File: src/rtl/variable_pkg.sv
// variable_pkg: shared sprite sizes, colour key and XGA raster timing for the draw stages.
package variable_pkg;
  localparam int SPRITE_W_CAT = 64;
  localparam int SPRITE_H_CAT = 64;
  localparam int SPRITE_W_DOG = 64;
  localparam int SPRITE_H_DOG = 64;
  localparam logic [11:0] COLOR_KEY = 12'hF0F;
  localparam int HOR_TOTAL       = 1344;
  localparam int HOR_BLANK_START = 1024;
  localparam int HOR_SYNC_START  = 1048;
  localparam int HOR_SYNC_STOP   = 1184;
  localparam int VER_TOTAL       = 806;
  localparam int VER_BLANK_START = 768;
  localparam int VER_SYNC_START  = 771;
  localparam int VER_SYNC_STOP   = 777;
  typedef struct packed {
    logic [10:0] hcount;
    logic [10:0] vcount;
    logic        hsync;
    logic        vsync;
    logic        hblnk;
    logic        vblnk;
    logic [11:0] rgb;
  } vga_t;
endpackage

File: src/rtl/vga_if.sv
// vga_if: VGA timing and colour bundle passed between draw stages.
interface vga_if;
  logic [10:0] hcount;
  logic [10:0] vcount;
  logic        hsync;
  logic        vsync;
  logic        hblnk;
  logic        vblnk;
  logic [11:0] rgb;
  modport in  (input  hcount, vcount, hsync, vsync, hblnk, vblnk, rgb);
  modport out (output hcount, vcount, hsync, vsync, hblnk, vblnk, rgb);
endinterface

File: src/rtl/vga_delay.sv
// vga_delay: registers a whole VGA bundle N times, zeroed by reset.
module vga_delay
  import variable_pkg::*;
#(
  parameter int N = 1
) (
  input  logic clk60MHz,
  input  logic rst,
  vga_if.in    in,
  vga_if.out   out
);
  vga_t stage_q [N];
  vga_t stage_d [N];
  always_comb begin
    stage_d[0] = '{in.hcount, in.vcount, in.hsync, in.vsync, in.hblnk, in.vblnk, in.rgb};
    for (int i = 1; i < N; i++) stage_d[i] = stage_q[i-1];
  end
  always_ff @(posedge clk60MHz)
    if (rst) stage_q <= '{default: '0};
    else stage_q <= stage_d;
  assign out.hcount = stage_q[N-1].hcount;
  assign out.vcount = stage_q[N-1].vcount;
  assign out.hsync  = stage_q[N-1].hsync;
  assign out.vsync  = stage_q[N-1].vsync;
  assign out.hblnk  = stage_q[N-1].hblnk;
  assign out.vblnk  = stage_q[N-1].vblnk;
  assign out.rgb    = stage_q[N-1].rgb;
endmodule

File: src/rtl/draw_sprite.sv
// draw_sprite: overlays one colour-keyed sprite from an external 1-clock ROM onto the VGA stream.
module draw_sprite
  import variable_pkg::*;
#(
  parameter int          SPRITE_W    = SPRITE_W_CAT,
  parameter int          SPRITE_H    = SPRITE_H_CAT,
  parameter logic [11:0] TRANSPARENT = COLOR_KEY,
  parameter int          ADDR_W      = 12
) (
  input  logic              clk60MHz,
  input  logic              rst,
  input  logic [11:0]       xpos,
  input  logic [11:0]       ypos,
  input  logic              enable,
  output logic [ADDR_W-1:0] rom_addr,
  input  logic [11:0]       rom_data,
  vga_if.in                 in,
  vga_if.out                out
);
  localparam int XB = $clog2(SPRITE_W);
  localparam int YB = $clog2(SPRITE_H);
  logic [11:0] x_l_q, x_l_d, y_l_q, y_l_d;
  logic        en_l_q, en_l_d, inside_q, inside_d;
  logic [12:0] hx, vy, x_end, y_end;
  logic [XB-1:0] dx;
  logic [YB-1:0] dy;
  vga_t out_q, out_d;
  vga_if d1 ();
  vga_delay #(.N(1)) u_stage1 (
    .clk60MHz(clk60MHz),
    .rst     (rst),
    .in      (in),
    .out     (d1)
  );
  // 13-bit compares keep a sprite near 4095 from wrapping back onto the left/top edge
  always_comb begin
    x_l_d    = (in.hcount == '0 && in.vcount == '0) ? xpos   : x_l_q;
    y_l_d    = (in.hcount == '0 && in.vcount == '0) ? ypos   : y_l_q;
    en_l_d   = (in.hcount == '0 && in.vcount == '0) ? enable : en_l_q;
    hx       = {2'b0, in.hcount};
    vy       = {2'b0, in.vcount};
    x_end    = {1'b0, x_l_q} + 13'(SPRITE_W);
    y_end    = {1'b0, y_l_q} + 13'(SPRITE_H);
    dx       = in.hcount[XB-1:0] - x_l_q[XB-1:0];
    dy       = in.vcount[YB-1:0] - y_l_q[YB-1:0];
    inside_d = en_l_q & ~in.hblnk & ~in.vblnk & (hx >= {1'b0, x_l_q}) & (hx < x_end)
             & (vy >= {1'b0, y_l_q}) & (vy < y_end);
    rom_addr = inside_d ? ADDR_W'({dy, dx}) : '0;
    out_d    = '{d1.hcount, d1.vcount, d1.hsync, d1.vsync, d1.hblnk, d1.vblnk,
                 (inside_q && rom_data != TRANSPARENT) ? rom_data : d1.rgb};
  end
  always_ff @(posedge clk60MHz)
    if (rst) begin
      x_l_q    <= '0;
      y_l_q    <= '0;
      en_l_q   <= 1'b0;
      inside_q <= 1'b0;
      out_q    <= '0;
    end else begin
      x_l_q    <= x_l_d;
      y_l_q    <= y_l_d;
      en_l_q   <= en_l_d;
      inside_q <= inside_d;
      out_q    <= out_d;
    end
  assign out.hcount = out_q.hcount;
  assign out.vcount = out_q.vcount;
  assign out.hsync  = out_q.hsync;
  assign out.vsync  = out_q.vsync;
  assign out.hblnk  = out_q.hblnk;
  assign out.vblnk  = out_q.vblnk;
  assign out.rgb    = out_q.rgb;
endmodule

File: src/flat_wrapper.sv
// flat-port wrapper written by rule: the top's interface ports become plain ports
module draw_sprite_flat import variable_pkg::*;
#(
  parameter int          SPRITE_W    = SPRITE_W_CAT,
  parameter int          SPRITE_H    = SPRITE_H_CAT,
  parameter logic [11:0] TRANSPARENT = COLOR_KEY,
  parameter int          ADDR_W      = 12
)
  (clk60MHz, rst, xpos, ypos, enable, rom_addr, rom_data, in_hcount, in_vcount, in_hsync, in_vsync, in_hblnk, in_vblnk, in_rgb, out_hcount, out_vcount, out_hsync, out_vsync, out_hblnk, out_vblnk, out_rgb);
  vga_if in_i ();
  vga_if out_i ();
  input  logic clk60MHz;
  input  logic rst;
  input  logic [11:0] xpos;
  input  logic [11:0] ypos;
  input  logic enable;
  output logic [ADDR_W-1:0] rom_addr;
  input  logic [11:0] rom_data;
  input wire logic [$bits(in_i.hcount)-1:0] in_hcount;
  input wire logic [$bits(in_i.vcount)-1:0] in_vcount;
  input wire logic [$bits(in_i.hsync)-1:0] in_hsync;
  input wire logic [$bits(in_i.vsync)-1:0] in_vsync;
  input wire logic [$bits(in_i.hblnk)-1:0] in_hblnk;
  input wire logic [$bits(in_i.vblnk)-1:0] in_vblnk;
  input wire logic [$bits(in_i.rgb)-1:0] in_rgb;
  output wire logic [$bits(out_i.hcount)-1:0] out_hcount;
  output wire logic [$bits(out_i.vcount)-1:0] out_vcount;
  output wire logic [$bits(out_i.hsync)-1:0] out_hsync;
  output wire logic [$bits(out_i.vsync)-1:0] out_vsync;
  output wire logic [$bits(out_i.hblnk)-1:0] out_hblnk;
  output wire logic [$bits(out_i.vblnk)-1:0] out_vblnk;
  output wire logic [$bits(out_i.rgb)-1:0] out_rgb;
  assign in_i.hcount = in_hcount;
  assign in_i.vcount = in_vcount;
  assign in_i.hsync = in_hsync;
  assign in_i.vsync = in_vsync;
  assign in_i.hblnk = in_hblnk;
  assign in_i.vblnk = in_vblnk;
  assign in_i.rgb = in_rgb;
  assign out_hcount = out_i.hcount;
  assign out_vcount = out_i.vcount;
  assign out_hsync = out_i.hsync;
  assign out_vsync = out_i.vsync;
  assign out_hblnk = out_i.hblnk;
  assign out_vblnk = out_i.vblnk;
  assign out_rgb = out_i.rgb;
  draw_sprite #(.SPRITE_W(SPRITE_W), .SPRITE_H(SPRITE_H), .TRANSPARENT(TRANSPARENT), .ADDR_W(ADDR_W)) u_core (.clk60MHz(clk60MHz), .rst(rst), .xpos(xpos), .ypos(ypos), .enable(enable), .rom_addr(rom_addr), .rom_data(rom_data), .in(in_i), .out(out_i));
endmodule
File: config.mk
export PLATFORM = sky130hd
export DESIGN_NAME = draw_sprite_flat
export DESIGN_NICKNAME = d
export VERILOG_FILES = /design/src/rtl/variable_pkg.sv /design/src/rtl/vga_if.sv /design/src/rtl/vga_delay.sv /design/src/rtl/draw_sprite.sv /design/src/flat_wrapper.sv
export SDC_FILE = /design/constraint.sdc
export NUM_CORES = 1
export LEC_CHECK = 0
export ABC_AREA = 1
export BUFFER_PORTS_ARGS = -buffer_cell sky130_fd_sc_hd__buf_2
export CORE_ASPECT_RATIO = 0.9
export CORE_MARGIN = 10
export CORE_UTILIZATION = 45
export DETAILED_ROUTE_END_ITERATION = 6
export HOLD_SLACK_MARGIN = 0.12
export PLACE_DENSITY = 0.79
export SKIP_CTS_REPAIR_TIMING = 1
export SLEW_MARGIN = 10
export SYNTH_ARGS = -nofsm -noshare
export SYNTH_HDL_FRONTEND = slang
export SYNTH_SLANG_ARGS = --single-unit
File: constraint.sdc
create_clock -name clk60MHz -period 2.36 [get_ports clk60MHz]
set_input_delay 0.236 -clock clk60MHz [delete_from_list [all_inputs] [get_ports clk60MHz]]
set_output_delay 0.236 -clock clk60MHz [all_outputs]
set_load 0.1 [all_outputs]
# --- After elaboration in Yosys (flattened, before gate mapping) ---
# Index checks and enable logic that the tools add are counted.
word_totals:
  in_bits: 77
  reg_bits: 102
  elab_cells: 41
  output_inout_bits: 50
op_classes:
  add_sub_neg: 4
  order_cmp: 4
  bitwise: 8
  n_reduce_logical: 4
  n_mux: 2
  n_eq_ne: 1
op_table:
  columns: ["operator", "count"]
  rows:
  - ["$add A12 B7 Y13 const B", 2]
  - ["$lt A11 B13 Y1", 2]
  - ["$ge A11 B12 Y1", 2]
  - ["$mux W12", 2]
  - ["$logic_not A11 Y1", 2]
  - ["$ne A12 B12 Y1 const B", 1]
  - ["$sub A6 B6 Y6", 2]
  - ["$and A1 B1 Y1", 6]
  - ["$logic_and A1 B1 Y1", 2]
  - ["$not A1 Y1", 2]

# --- Longest topological paths before layout ---
depth:
  ltp_word: 8
  mapped_depth: 13

# --- Hierarchy ---
# A second synthesis with hierarchy kept.
hier_totals:
  hier_cells: 612
  hier_area_um2: 4603.2
by_module_without_submodules:
  columns: ["mod", "seq_area_each_um2", "cells_each", "instances", "area_per_inst_um2"]
  rows:
  - ["draw_sprite", 1281.2, 494, 1, 3518.4]
  - ["vga_delay", 760.7, 118, 1, 1084.8]

# --- Least setup slack after synthesis ---
# Ideal clock, no wire load.
synth_timing:
  path_kind: "reg2out"
  start: "reg u_core.x_l_q[6]"
  end: "out rom_addr[0]"
  stages_incl_launch_ff: 12
  t_arrival_ps: 2909
  required_ps: 2124
  path_slack_ps: -785
  path_cell_list: "dfxtp_1 ha_1 nand2_1 o21ai_0 o21ai_0 ha_1 a21o_1 nand2_1 nand2_2 nor2_4 nand4_2 nor2_1"
synth_between:
  elab_chain_len: 6
  elab_cells_between_ends: 8
synth_rtl:
  columns: ["element", "line_no", "rtl"]
  rows:
  - ["start, declared", "draw_sprite.sv:22", "logic [11:0] x_l_q, x_l_d, y_l_q, y_l_d;"]
  - ["start signal, assigned", "draw_sprite.sv:60", "x_l_q <= x_l_d;"]
  - ["$add A12 B7 Y13 / $ge A11 B12 Y1 (equally long branches)", "draw_sprite.sv:42, draw_sprite.sv:46", null]
  - ["$lt A11 B13 Y1 / $and A1 B1 Y1 (equally long branches)", "draw_sprite.sv:46", "inside_d = en_l_q & ~in.hblnk & ~in.vblnk & (hx >= {1'b0, x_l_q}) & (hx < x_end)"]
  - ["$and A1 B1 Y1 (*)", "draw_sprite.sv:46", null]
  - ["$and A1 B1 Y1 (*) (2 in a row)", "draw_sprite.sv:47", "& (vy >= {1'b0, y_l_q}) & (vy < y_end);"]
  - ["$mux W12 (*)", "draw_sprite.sv:48", "rom_addr = inside_d ? ADDR_W'({dy, dx}) : '0;"]
  - ["end, declared", "flat_wrapper.sv:17", "output logic [ADDR_W-1:0] rom_addr;"]
# Every way passes the cells marked *; elsewhere a longest branch is shown, timed or not.

# --- Final worst setup path ---
layout_timing:
  start: "reg u_core.x_l_q[6]"
  end: "out rom_addr[10]"
# The elaborated chain is that of the path after synthesis.

==> results.rst <==
.. list-table::
   :header-rows: 1

   * - Metric
     - Value
   * - Run status
     - finished with violations
   * - Violations in the final reports
     - setup timing
   * - Half-perimeter wire length after detailed placement
     - 8820 um
   * - TritonCTS clock tree
     - yes
   * - Routed len/inst
     - 12.8 um
   * - Worst clock skew on the final layout
     - 0.00791 ns
   * - Root buffer cell
     - sky130_fd_sc_hd__clkbuf_16
   * - Peak ir drop on the vdd network
     - 0.561 mV
   * - Number of vias after detailed routing
     - 4044
   * - Initial antenna violation count
     - 0
   * - Setup total negative slack
     - -4.63 ns
   * - Per-cell via count in the routed design
     - 4.42
   * - Area contributors post-synth
     - sky130_fd_sc_hd__dfxtp_1 44%, sky130_fd_sc_hd__nor2_1 13%, sky130_fd_sc_hd__inv_1 9.4%, sky130_fd_sc_hd__ha_1 9.3%, sky130_fd_sc_hd__nand2_1 9.2%
   * - Diodes inserted
     - 0
   * - Count of maximum capacitance violations
     - 0
   * - Buffer depth of the longest clock path
     - 2
   * - Setup repair after global routing missed its margin
     - true
   * - Startpoint Class
     - flip-flop
   * - Synthesis Warnings
     - 0
   * - Fraction of final layout cells with drive strength greater than 1
     - 0.242
   * - Endpoint required time on the critical path
     - 2.12 ns
   * - Setup slack after layout
     - -0.407 ns
   * - First-pass GRT wire length
     - 18300 um
   * - Hold crit path type
     - in -> reg
   * - Cell area after placement
     - 0.00574 mm^2
   * - Clock slew seen by the registers of the worst setup and hold paths
     - 0.07 ns
   * - Arrival @ worst endpoint
     - 2.53 ns
   * - Mapped Cells
     - 633
   * - Grt total ovfl
     - 0
   * - Startpoint of the lowest-slack register-to-register path
     - u_core.x_l_q[6]
   * - Count of standard-cell rows
     - 34
   * - Total Routing Usage GR
     - 0.153
   * - Slew at the pin with the worst max-slew slack
     - 1.07 ns
   * - Endpoint of the lowest-slack register-to-register path
     - u_core.inside_q
   * - Number of buffers inserted during clock tree synthesis
     - 9
   * - Start point of the worst min-delay path
     - in_rgb[0]
   * - Most instantiated cells after synthesis
     - 160 x sky130_fd_sc_hd__nor2_1, 115 x sky130_fd_sc_hd__inv_1, 113 x sky130_fd_sc_hd__nand2_1
   * - Dominant synthesized flop cell
     - sky130_fd_sc_hd__dfxtp_1
   * - Vertical die dimension
     - 116 um
   * - Sink Count
     - 102
   * - Kind of critical path
     - reg -> out
   * - Fraction of registers with async set/reset
     - 0
   * - Top fanout value on the critical path
     - 4
   * - Total standard cell area after synthesis
     - 0.00460 mm^2
   * - First element of the critical path
     - u_core.x_l_q[6]
   * - Final worst path period share
     - 1.17
   * - Count of buffers inserted at the top-level ports
     - 126
   * - Reg2Reg Setup Slack
     - 0.22 ns
   * - Die W
     - 127 um
   * - Sequential-to-total area share from yosys stat
     - 0.444
   * - Multi-input combinational cell area
     - 0.00217 mm^2
   * - Proportion of netlist area held by the largest area contributor
     - 0.444
   * - Total area of sequential cells
     - 0.00205 mm^2
   * - Area of all placed cells without fillers
     - 0.00623 mm^2
   * - Worst-skew pair later-pin latency
     - 0.34 ns
   * - Final #Nets
     - 897
   * - Die Footprint
     - 0.0147 mm^2
   * - Maximum level of the CTS H-tree
     - 3
   * - RD Place Congestion
     - 0.857
   * - Top-count cell post-synth
     - sky130_fd_sc_hd__nor2_1
   * - Number of iterations in the first detailed-routing pass
     - 4
   * - Post-layout min period
     - 2.77 ns
   * - Leak pwr
     - 3.26 nW
   * - Synth Net Count
     - 746
   * - Area Overhead vs Synth
     - 35.5%
   * - Count of distinct cell types in the synthesized netlist
     - 27
   * - Layout filler cell count
     - 860
   * - Aggregate routed wire length
     - 11700 um
   * - Maximum number of pins on one net before global-route repair
     - 66
   * - Maximum frequency from static timing analysis
     - 0.361 GHz
   * - Final Setup Violations
     - 12
   * - Kind of capture point of the worst setup path
     - output port
   * - Final Slew Violations
     - 0
   * - Pwr Density
     - 606 mW/mm^2
   * - Ports placed on the boundary
     - 127
   * - DRC violations left
     - 0
   * - Number of endpoints with negative hold slack in the final report
     - 0
   * - Via count of the first global-routing pass
     - 3882
   * - Critical path capture point
     - rom_addr[10]
   * - EDFF count, synth
     - 0
   * - Yosys reg bits
     - 102
   * - Core box area
     - 0.00983 mm^2
   * - Cell taking the most area after synthesis
     - sky130_fd_sc_hd__dfxtp_1
   * - Slew margin rel.
     - 0.284
   * - Effective utilization at floorplan
     - 0.468
   * - Total chip power
     - 0.00377 W
   * - Remaining antenna violation count after routing
     - 0
   * - Drt first-iter violations
     - 236
   * - Average cell area after synthesis
     - 7.26 um^2
   * - Number of cells traversed by the worst register-to-register path
     - 12
-- critical path: stages (launching register included) --
cell	delay, ns
sky130_fd_sc_hd__dfxtp_2	0.36
sky130_fd_sc_hd__ha_4	0.15
sky130_fd_sc_hd__nand2_2	0.07
sky130_fd_sc_hd__o21ai_2	0.15
sky130_fd_sc_hd__o21ai_1	0.08
sky130_fd_sc_hd__ha_1	0.29
sky130_fd_sc_hd__a21o_1	0.19
sky130_fd_sc_hd__nand2_2	0.07
sky130_fd_sc_hd__nand2_2	0.06
sky130_fd_sc_hd__nor2_4	0.09
sky130_fd_sc_hd__nand4_4	0.16
sky130_fd_sc_hd__buf_12	0.19
sky130_fd_sc_hd__nor2_4	0.12
sky130_fd_sc_hd__buf_12	0.18
-- through the flow --
step	hold slack [ns]	utilization	instances	setup slack [ns]
after floorplan	0.343	-	633	-0.105
after global placement	0.389	0.584	881	0.00991
after detailed placement	0.392	0.584	881	-0.0504
after CTS	0.0862	0.614	897	-0.452
after global routing	0.120	0.634	915	-0.577
final	0.103	0.634	915	-0.407
-- registers in the layout, indices dropped and copies added (netlist names), 11 cells and up --
name,flops
u_core.u_stage1.out.rgb,12
u_core.u_stage1.out.hcount,11
u_core.out.rgb,12
u_core.x_l_q,12
u_core.u_stage1.out.vcount,11
u_core.y_l_q,12
u_core.out.vcount,11
u_core.out.hcount,11
-- how the worst min path moves through the flow --
stage / endpoint / slack [ns] / cells after the start
6_report: u_core.u_stage1.out.rgb[0] / 0.10 / 3
5_1_grt: u_core.u_stage1.out.rgb[0] / 0.12 / 3
4_1_cts: u_core.u_stage1.out.rgb[7] / 0.09 / 3
3_5_place_dp: u_core.out.vcount[6] / 0.39 / 2
3_3_place_gp: u_core.out.hsync / 0.39 / 2
2_1_floorplan: u_core.u_stage1.out.hblnk / 0.34 / 2
-- layer usage --
metal | GRT usage | share of wire | vias to the layer above
met2 | 0.246 | 0.46 | 115
met5 | 0 | 0 | -
li1 | - | - | 2190
met3 | 0.0584 | 0.072 | 19
met4 | 0.0614 | 0.022 | 0
met1 | 0.180 | 0.44 | 1720
-- cell families after synthesis --
group                    after synthesis  synth area share
XOR/XNOR                              13            0.0248
AO/OA/AOI/OAI                         33            0.0376
buffers and inverters                134             0.111
flip-flops                           102             0.444
AND/OR/NAND/NOR                      315             0.281
adder cells (fa/ha/maj)               36             0.101
-- cell usage in the layout, fill, tap and decap left out, types with 6 or more instances in the layout --
cell / n
sky130_fd_sc_hd__a21oi_1: 12
sky130_fd_sc_hd__buf_12: 15
sky130_fd_sc_hd__buf_2: 114
sky130_fd_sc_hd__buf_4: 15
sky130_fd_sc_hd__clkbuf_16: 9
sky130_fd_sc_hd__dfxtp_1: 98
sky130_fd_sc_hd__dlygate4sd3_1: 14
sky130_fd_sc_hd__ha_1: 32
sky130_fd_sc_hd__inv_1: 115
sky130_fd_sc_hd__nand2_1: 111
sky130_fd_sc_hd__nand3_1: 8
sky130_fd_sc_hd__nand4_1: 7
sky130_fd_sc_hd__nor2_1: 158
sky130_fd_sc_hd__nor2_4: 14
sky130_fd_sc_hd__o21ai_0: 15
sky130_fd_sc_hd__xnor2_1: 6
sky130_fd_sc_hd__xor2_1: 6
-- final cells by class --
class | instances | share of cell area
inverter | 116 | 0.0699
sequential | 102 | 0.329
timing repair buffer | 158 | 0.180
clock buffer | 11 | 0.0406
clock inverter | 5 | 0.00703
multi-input combinational | 397 | 0.348
tap | 126 | 0.0253
-- power by group --
part | internal [W] | switching [W] | total (W)
sequential | 0.00178 | 0.0000148 | 0.00179
clock | 0.000784 | 0.000644 | 0.00143
combinational | 0.000163 | 0.000389 | 0.000551
total | 0.00273 | 0.00105 | 0.00377
(Power assumes the default switching activity.)
